<file path="src/rtl/ps2_receiver.sv">
// PS/2 device-to-host receiver: synchronizes and deglitches the raw lines, then
// decodes 11-bit frames into scan codes with parity, stop-bit and timeout checks.
module ps2_receiver #(
  parameter int FILTER_LEN     = 4,
  parameter int TIMEOUT_CYCLES = 5000
) (
  input  logic       clk,
  input  logic       rst,
  input  logic       ps2Clk,
  input  logic       ps2Data,
  output logic [7:0] scanCode,
  output logic       scanCodeReady,
  output logic       parityError,
  output logic       frameError,
  output logic       busy
);

  localparam int FW = (FILTER_LEN > 1) ? $clog2(FILTER_LEN) : 1;
  localparam int TW = $clog2(TIMEOUT_CYCLES + 1);

  typedef enum logic [1:0] {
    IDLE   = 2'd0,
    DATA   = 2'd1,
    PARITY = 2'd2,
    STOP   = 2'd3
  } state_t;

  logic [1:0]    clk_sync_r;
  logic [1:0]    data_sync_r;
  logic [1:0]    sync_lvl_s;
  logic [1:0]    filt_r;
  logic [FW-1:0] filt_cnt_r [2];
  logic          prev_clk_r;
  logic          fall_s;
  logic          data_s;

  state_t        state_r, state_n;
  logic [2:0]    bit_cnt_r, bit_cnt_n;
  logic [7:0]    shift_r, shift_n;
  logic          par_r, par_n;
  logic [TW-1:0] tmo_r, tmo_n;
  logic          timeout_s;
  logic [7:0]    code_n;
  logic          ready_n, perr_n, ferr_n, busy_n;

  // Odd parity over the eight data bits plus the received parity bit.
  function automatic logic odd_parity(input logic [7:0] d, input logic p);
    return ^{d, p};
  endfunction

  // Two-flop synchronizers; reset to the idle-high bus level.
  always_ff @(posedge clk or posedge rst) begin
    if (rst) begin
      clk_sync_r  <= 2'b11;
      data_sync_r <= 2'b11;
    end else begin
      clk_sync_r  <= {clk_sync_r[0], ps2Clk};
      data_sync_r <= {data_sync_r[0], ps2Data};
    end
  end

  assign sync_lvl_s = {clk_sync_r[1], data_sync_r[1]};

  // Per-line deglitch filter; index 1 is ps2Clk, index 0 is ps2Data.
  always_ff @(posedge clk or posedge rst) begin
    if (rst) begin
      filt_r     <= 2'b11;
      prev_clk_r <= 1'b1;
      for (int i = 0; i < 2; i++) filt_cnt_r[i] <= '0;
    end else begin
      prev_clk_r <= filt_r[1];
      for (int i = 0; i < 2; i++) begin
        if (sync_lvl_s[i] == filt_r[i]) begin
          filt_cnt_r[i] <= '0;
        end else if (filt_cnt_r[i] == FW'(FILTER_LEN - 1)) begin
          filt_r[i]     <= sync_lvl_s[i];
          filt_cnt_r[i] <= '0;
        end else begin
          filt_cnt_r[i] <= filt_cnt_r[i] + 1'b1;
        end
      end
    end
  end

  assign fall_s    = prev_clk_r & ~filt_r[1];
  assign data_s    = filt_r[0];
  // An edge arriving together with the timeout is swallowed by the timeout.
  assign timeout_s = (state_r != IDLE) && (tmo_r == TW'(TIMEOUT_CYCLES - 1));

  // Frame decoder next-state and output logic.
  always_comb begin
    state_n   = state_r;
    bit_cnt_n = bit_cnt_r;
    shift_n   = shift_r;
    par_n     = par_r;
    code_n    = scanCode;
    ready_n   = 1'b0;
    perr_n    = 1'b0;
    ferr_n    = 1'b0;
    if (timeout_s) begin
      state_n = IDLE;
      ferr_n  = 1'b1;
    end else if (fall_s) begin
      case (state_r)
        IDLE: begin
          if (!data_s) begin
            state_n   = DATA;
            bit_cnt_n = 3'd0;
          end else begin
            state_n = IDLE;
          end
        end
        DATA: begin
          shift_n   = {data_s, shift_r[7:1]};
          bit_cnt_n = bit_cnt_r + 3'd1;
          if (bit_cnt_r == 3'd7) begin
            state_n = PARITY;
          end else begin
            state_n = DATA;
          end
        end
        PARITY: begin
          par_n   = data_s;
          state_n = STOP;
        end
        STOP: begin
          state_n = IDLE;
          if (!data_s) begin
            ferr_n = 1'b1;
          end else if (odd_parity(shift_r, par_r)) begin
            code_n  = shift_r;
            ready_n = 1'b1;
          end else begin
            perr_n = 1'b1;
          end
        end
        default: begin
          state_n = IDLE;
        end
      endcase
    end else begin
      state_n = state_r;
    end
    busy_n = (state_n != IDLE);
  end

  // Inactivity timer: cleared by any falling edge and whenever idle.
  always_comb begin
    if ((state_r == IDLE) || fall_s || timeout_s) begin
      tmo_n = '0;
    end else begin
      tmo_n = tmo_r + 1'b1;
    end
  end

  // Decoder state and registered outputs.
  always_ff @(posedge clk or posedge rst) begin
    if (rst) begin
      state_r       <= IDLE;
      bit_cnt_r     <= 3'd0;
      shift_r       <= 8'h00;
      par_r         <= 1'b0;
      tmo_r         <= '0;
      scanCode      <= 8'h00;
      scanCodeReady <= 1'b0;
      parityError   <= 1'b0;
      frameError    <= 1'b0;
      busy          <= 1'b0;
    end else begin
      state_r       <= state_n;
      bit_cnt_r     <= bit_cnt_n;
      shift_r       <= shift_n;
      par_r         <= par_n;
      tmo_r         <= tmo_n;
      scanCode      <= code_n;
      scanCodeReady <= ready_n;
      parityError   <= perr_n;
      frameError    <= ferr_n;
      busy          <= busy_n;
    end
  end

endmodule

</file>
<file path="config.mk">
export PLATFORM = sky130hd
export DESIGN_NAME = ps2_receiver
export DESIGN_NICKNAME = d
export VERILOG_FILES = /design/src/rtl/ps2_receiver.sv
export SDC_FILE = /design/constraint.sdc
export NUM_CORES = 1
export LEC_CHECK = 0
export CAP_MARGIN = 20
export CORE_AREA = 5 5 83 85
export DETAILED_ROUTE_END_ITERATION = 6
export DIE_AREA = 0 0 88 90
export PLACE_DENSITY = 0.63
export SLEW_MARGIN = 40
export SYNTH_ARGS = -nofsm -noshare
export SYNTH_HDL_FRONTEND = slang
export SYNTH_SLANG_ARGS = --single-unit
</file>
<file path="constraint.sdc">
create_clock -name clk -period 2.28 [get_ports clk]
set_input_delay 0.342 -clock clk [delete_from_list [all_inputs] [get_ports clk]]
set_output_delay 0.342 -clock clk [all_outputs]
set_load 0.02 [all_outputs]
</file>
# ---- Yosys cells after proc, flatten, opt, wreduce, memory -nomap -nowiden
# Cells that the tools add are included.
dict set report classes {
  n_bitwise 5
  n_eq_ne 10
  add_sub_neg 4
  reduce_logical 14
  mux 26
}
# op count
set op_table {}
lappend op_table {{2-to-1 mux 1 bit} 15}
lappend op_table {{2-to-1 mux 2 bit} 7}
lappend op_table {{adder 13 x 1 -> 13 bit (second input constant)} 1}
lappend op_table {{== test 13 bit (second input constant)} 1}
lappend op_table {{2-to-1 mux 13 bit} 1}
lappend op_table {{parity 9 bit} 1}
lappend op_table {{== test 2 bit (second input constant)} 4}
lappend op_table {{case mux 2 bit (4 select lines)} 1}
lappend op_table {{case mux 3 bit (2 select lines)} 1}
lappend op_table {{AND reduction 3 bit} 2}
lappend op_table {{nonzero test 2 bit} 3}
lappend op_table {{AND reduction 5 bit} 1}
lappend op_table {{adder 2 x 1 -> 2 bit (second input constant)} 2}
lappend op_table {{NOT 1 bit} 4}
lappend op_table {{AND reduction 2 bit} 2}
lappend op_table {{AND reduction 4 bit} 1}
lappend op_table {{adder 3 x 1 -> 3 bit (second input constant)} 1}
lappend op_table {{== test 3 bit (second input constant)} 1}
lappend op_table {{2-to-1 mux 3 bit} 1}
lappend op_table {{== test 1 bit} 2}
lappend op_table {{== test 2 x 1 -> 1 bit (second input constant)} 1}
lappend op_table {{zero test 2 bit} 1}
lappend op_table {{logical OR 1 bit} 2}
lappend op_table {{!= test 2 bit (second input constant)} 1}
lappend op_table {{2 further kinds} 2}
dict set report word_totals {
  register_bits 50
  word_cells 76
}

# ---- Logic depth before layout (Yosys ltp)
dict set report depth {
  word_depth 6
  depth_mapped 7
}

# ---- Worst setup path before layout
# OpenSTA, ideal clock, no wires.
dict set report synth_path {
  path_kind {register to register}
  from {register tmo_r[0]}
  to {register shift_r[0]}
  setup_slack_ns 0.071
  path_buffers 1
  path_stages_with_launch 8
  arrival_ns 2.084
  cell_sequence {dfrtp_1 > ha_1 > or4b_4 > nor4_4 > nor3_2 > and2_4 > buf_6 > mux2_4}
}
dict set report synth_via {
  elab_chain_cells 4
}
# item line
set synth_rtl {}
lappend synth_rtl {{start, declared} 41} ;# logic [TW-1:0] tmo_r, tmo_n;
lappend synth_rtl {{start signal, assigned} 174} ;# tmo_r <= tmo_n;
lappend synth_rtl {{== test 13 bit} 88} ;# assign timeout_s = (state_r != IDLE) && (tmo_r == TW'(TIMEOUT_CYCLES - 1));
lappend synth_rtl {{logical AND 1 bit} 88}
lappend synth_rtl {{NOT 1 bit (no line)} n/a}
lappend synth_rtl {{AND reduction 3 bit (no line)} n/a}
lappend synth_rtl {{end signal, assigned} 172} ;# shift_r <= shift_n;
lappend synth_rtl {{end, declared} 39} ;# logic [7:0] shift_r, shift_n;
# Every way passes these cells.
# A chain may end at the register's enable or synchronous reset.

# ---- Worst setup path in the final report
dict set report layout_path {
  from {register tmo_r[0]}
  to {register shift_r[5]}
}
# Same word-level chain as after synthesis.

==> flow_metrics.env <==
export IMPL_rrSetupSlack_ns=0.18
export IMPL_track_usage=0.0924
export IMPL_antenna_found_initial=0
export IMPL_synth_edf_count=0
export IMPL_grt_pass1_vias=1258
export IMPL_fin_ws_ns=0.176
export IMPL_fmax_mhz=475
export IMPL_hold_path_startpoint="data_sync_r[0]"
export IMPL_syn_area_um2=2200
export IMPL_drv_cap=0
export IMPL_switching_share=0.320
export IMPL_io_pin_count=16
export IMPL_cellPowerDensity_nw_per_um2=1130
export IMPL_place_ws_ns=0.0944
export IMPL_gp_congestion=0.786
export IMPL_layout_nets=202
export IMPL_dieWidth_um=88
export IMPL_numCtsBuffers=5
export IMPL_path_max_fanout=11
export IMPL_tns_ns=0
export IMPL_numClockSinks=50
export IMPL_ys_flop_type="dfrtp_1"
export IMPL_worst_slew_pin_slew_ns=0.617
export IMPL_min_period_over_period=0.923
export IMPL_mostFrequentLayoutCell="dfrtp_1"
export IMPL_syn2layout_area_growth_pct=16.9
export IMPL_clock_path_buffers=2
export IMPL_dp_cells=262
export IMPL_fin_util=0.419
export IMPL_drc=0
export IMPL_crit_type="flop to flop"
export IMPL_root_buffer="clkbuf_8"
export IMPL_netlist_cell_type_count=37
export IMPL_power_frac_clock=0.208
export IMPL_crit_arrival_ns=2.28
export IMPL_ys_warnings_count=0
export IMPL_cp_required_ns=2.46
export IMPL_grt_ovfl_total=0
export IMPL_period_needed_ns=2.10
export IMPL_first_pass_iters=2
export IMPL_via_count=1256
export IMPL_r2r_end="shift_r[5]"
export IMPL_whs_ns=0.359
export IMPL_fillers=580
export IMPL_whs_endpoint="data_sync_r[1]"
export IMPL_power_leakage_nw=1.16
export IMPL_core_area_um2=6130
export IMPL_avgSynthCellArea_um2=12.9
export IMPL_setup_worst_path_end_class="flop"
export IMPL_grt_max_degree=51
export IMPL_grt_setup_unrepaired="no"
export IMPL_r2r_cells=6
export IMPL_finalNonFillerCells=271
export IMPL_finalMaxSlewViolations=0
export IMPL_insertedDiodeCount=0
export IMPL_synthCells=170
export IMPL_power_frac_comb=0.352
export IMPL_outcome="finished clean"
export IMPL_die_h_um=90
export IMPL_drtIter0Drc=85
export IMPL_async_reset_ff_frac=1.00
export IMPL_syn_nets=179
export IMPL_report_final_setup_viol=0
export IMPL_start_util=0.358
export IMPL_p_switching_mw=0.931
export IMPL_rr_startpoint="tmo_r[0]"
export IMPL_postCtsHoldBufs=0
export IMPL_p_int_mw=1.98
export IMPL_hold_depth=0
export IMPL_clk_latency_ns=0.30
export IMPL_cts_tree="built"
export IMPL_synth_seq_area_share=0.574
export IMPL_slew_headroom=0.589
export IMPL_dp_hpwl_um=2260
export IMPL_power_frac_seq=0.440
export IMPL_post_drt_via_cell_ratio=4.63
export IMPL_fin_skew_ns=0.00849
export IMPL_ys_ff_latch=50
export IMPL_routedWlPerCell_um=12.1
export IMPL_layout_common_cells="43 x dfrtp_1, 17 x nor2_1, 15 x clkdlybuf4s50_1, 11 x mux2_2"
export IMPL_ir_drop_mv=0.451
export IMPL_hold_viol_final=0
export IMPL_grt_pass1_wl_um=5890
export IMPL_clk_pin_slew_worst_paths_ns=0.09
export IMPL_ant_nets=0
export IMPL_drt_total_wl_um=3270
export IMPL_htreeDepth=2
export IMPL_hp_class="flop to flop"
export IMPL_critPathLaunchType="flop"
export IMPL_die_area_um2=7920
export IMPL_layout_drive_gt1_share=0.247
export IMPL_numPortBuffers=15
export IMPL_rows=29
sequential cells by signal (all words and copies together), names as in the netlist, 2 cells and up:
register	flops
filt_r	2
clk_sync_r	2
state_r	2
shift_r	8
scanCode	8
data_sync_r	2
bit_cnt_r	3
filt_cnt_r	4
tmo_r	13
cell usage after synthesis, types with 2 or more instances:
cell | count | area, µm²
o21ai_0 | 5 | 25.0
dfrtp_1 | 43 | 1080
mux2_2 | 11 | 124
nand2b_1 | 2 | 12.5
or3_2 | 2 | 15.0
inv_1 | 4 | 15.0
mux2_4 | 7 | 105
nor3b_1 | 2 | 15.0
a21oi_1 | 2 | 10.0
nand4_1 | 3 | 18.8
and2_1 | 3 | 18.8
xnor2_1 | 10 | 87.6
nand3_1 | 4 | 20.0
dfstp_2 | 7 | 184
clkbuf_1 | 2 | 7.51
nor2b_1 | 3 | 18.8
o211ai_1 | 3 | 22.5
nor2_1 | 17 | 63.8
xor2_1 | 10 | 87.6
nand2_1 | 8 | 30.0
a22o_1 | 2 | 17.5
ha_1 | 5 | 62.6
logic make-up after synthesis:
logic type      after synthesis  synth area share
xor+xnor                     21            0.0900
flops                        50             0.574
simple gates                 55             0.148
fa+ha+maj                     5            0.0285
mux                          18             0.104
compound gates               13            0.0376
buf+inv                       8            0.0177
routing by layer:
layer | global-route usage | vias up | wire length, µm
li1 | - | 624 | -
met1 | 0.127 | 613 | 1590
met2 | 0.135 | 15 | 1520
met3 | 0.0247 | 4 | 112
met4 | 0.0422 | 0 | 55
met5 | 0 | - | 0
power groups by stage:
stage / Clock, mW / Sequential (mW) / Combinational (mW)
2_1_floorplan: 0 / 1.26 / 0.873
3_3_place_gp: 0 / 1.29 / 1.00
3_5_place_dp: 0 / 1.30 / 1.03
4_1_cts: 0.629 / 1.28 / 1.04
5_1_grt: 0.668 / 1.31 / 1.13
6_report: 0.605 / 1.28 / 1.02
metrics by stage:
stage / total power [mW] / instance area [µm²]
floorplan: 2.13 / 2200
global placement: 2.29 / 2450
detailed placement: 2.33 / 2450
CTS: 2.95 / 2560
global route: 3.11 / 2570
finish: 2.91 / 2570
final cells by class:
class | count | area (µm²) | area share
Clock buffer | 5 | 68.8 | 0.0268
Multi-Input combinational cell | 112 | 900 | 0.350
Timing Repair Buffer | 20 | 188 | 0.0731
Clock inverter | 3 | 40.0 | 0.0156
Inverter | 4 | 15.0 | 0.00585
Tap cell | 77 | 96.3 | 0.0375
Sequential cell | 50 | 1260 | 0.491
critical path, stage by stage (launching register included):
cell     delay, ns
dfrtp_1       0.37
ha_1          0.17
or4b_4        0.48
nor4_4        0.36
nor3_2        0.07
and2_4        0.23
mux2_4        0.31
what timing repair did:
action	4_1_cts	5_1_grt
setup endpoints to repair	0	7
buffers inserted	0	1
resized for setup	0	1
how the worst max path moves through the flow:
stage,from,endpoint,slack [ns],cells past startpoint
floorplan,tmo_r[0],shift_r[0],0.07,7
global placement,prev_clk_r,scanCode[5],0.14,5
detailed placement,prev_clk_r,scanCode[1],0.09,5
CTS,prev_clk_r,scanCode[6],0.08,5
global route,prev_clk_r,scanCode[4],0.07,5
finish,tmo_r[0],shift_r[5],0.18,6
No activity file was read; power rests on OpenSTA's default activity.
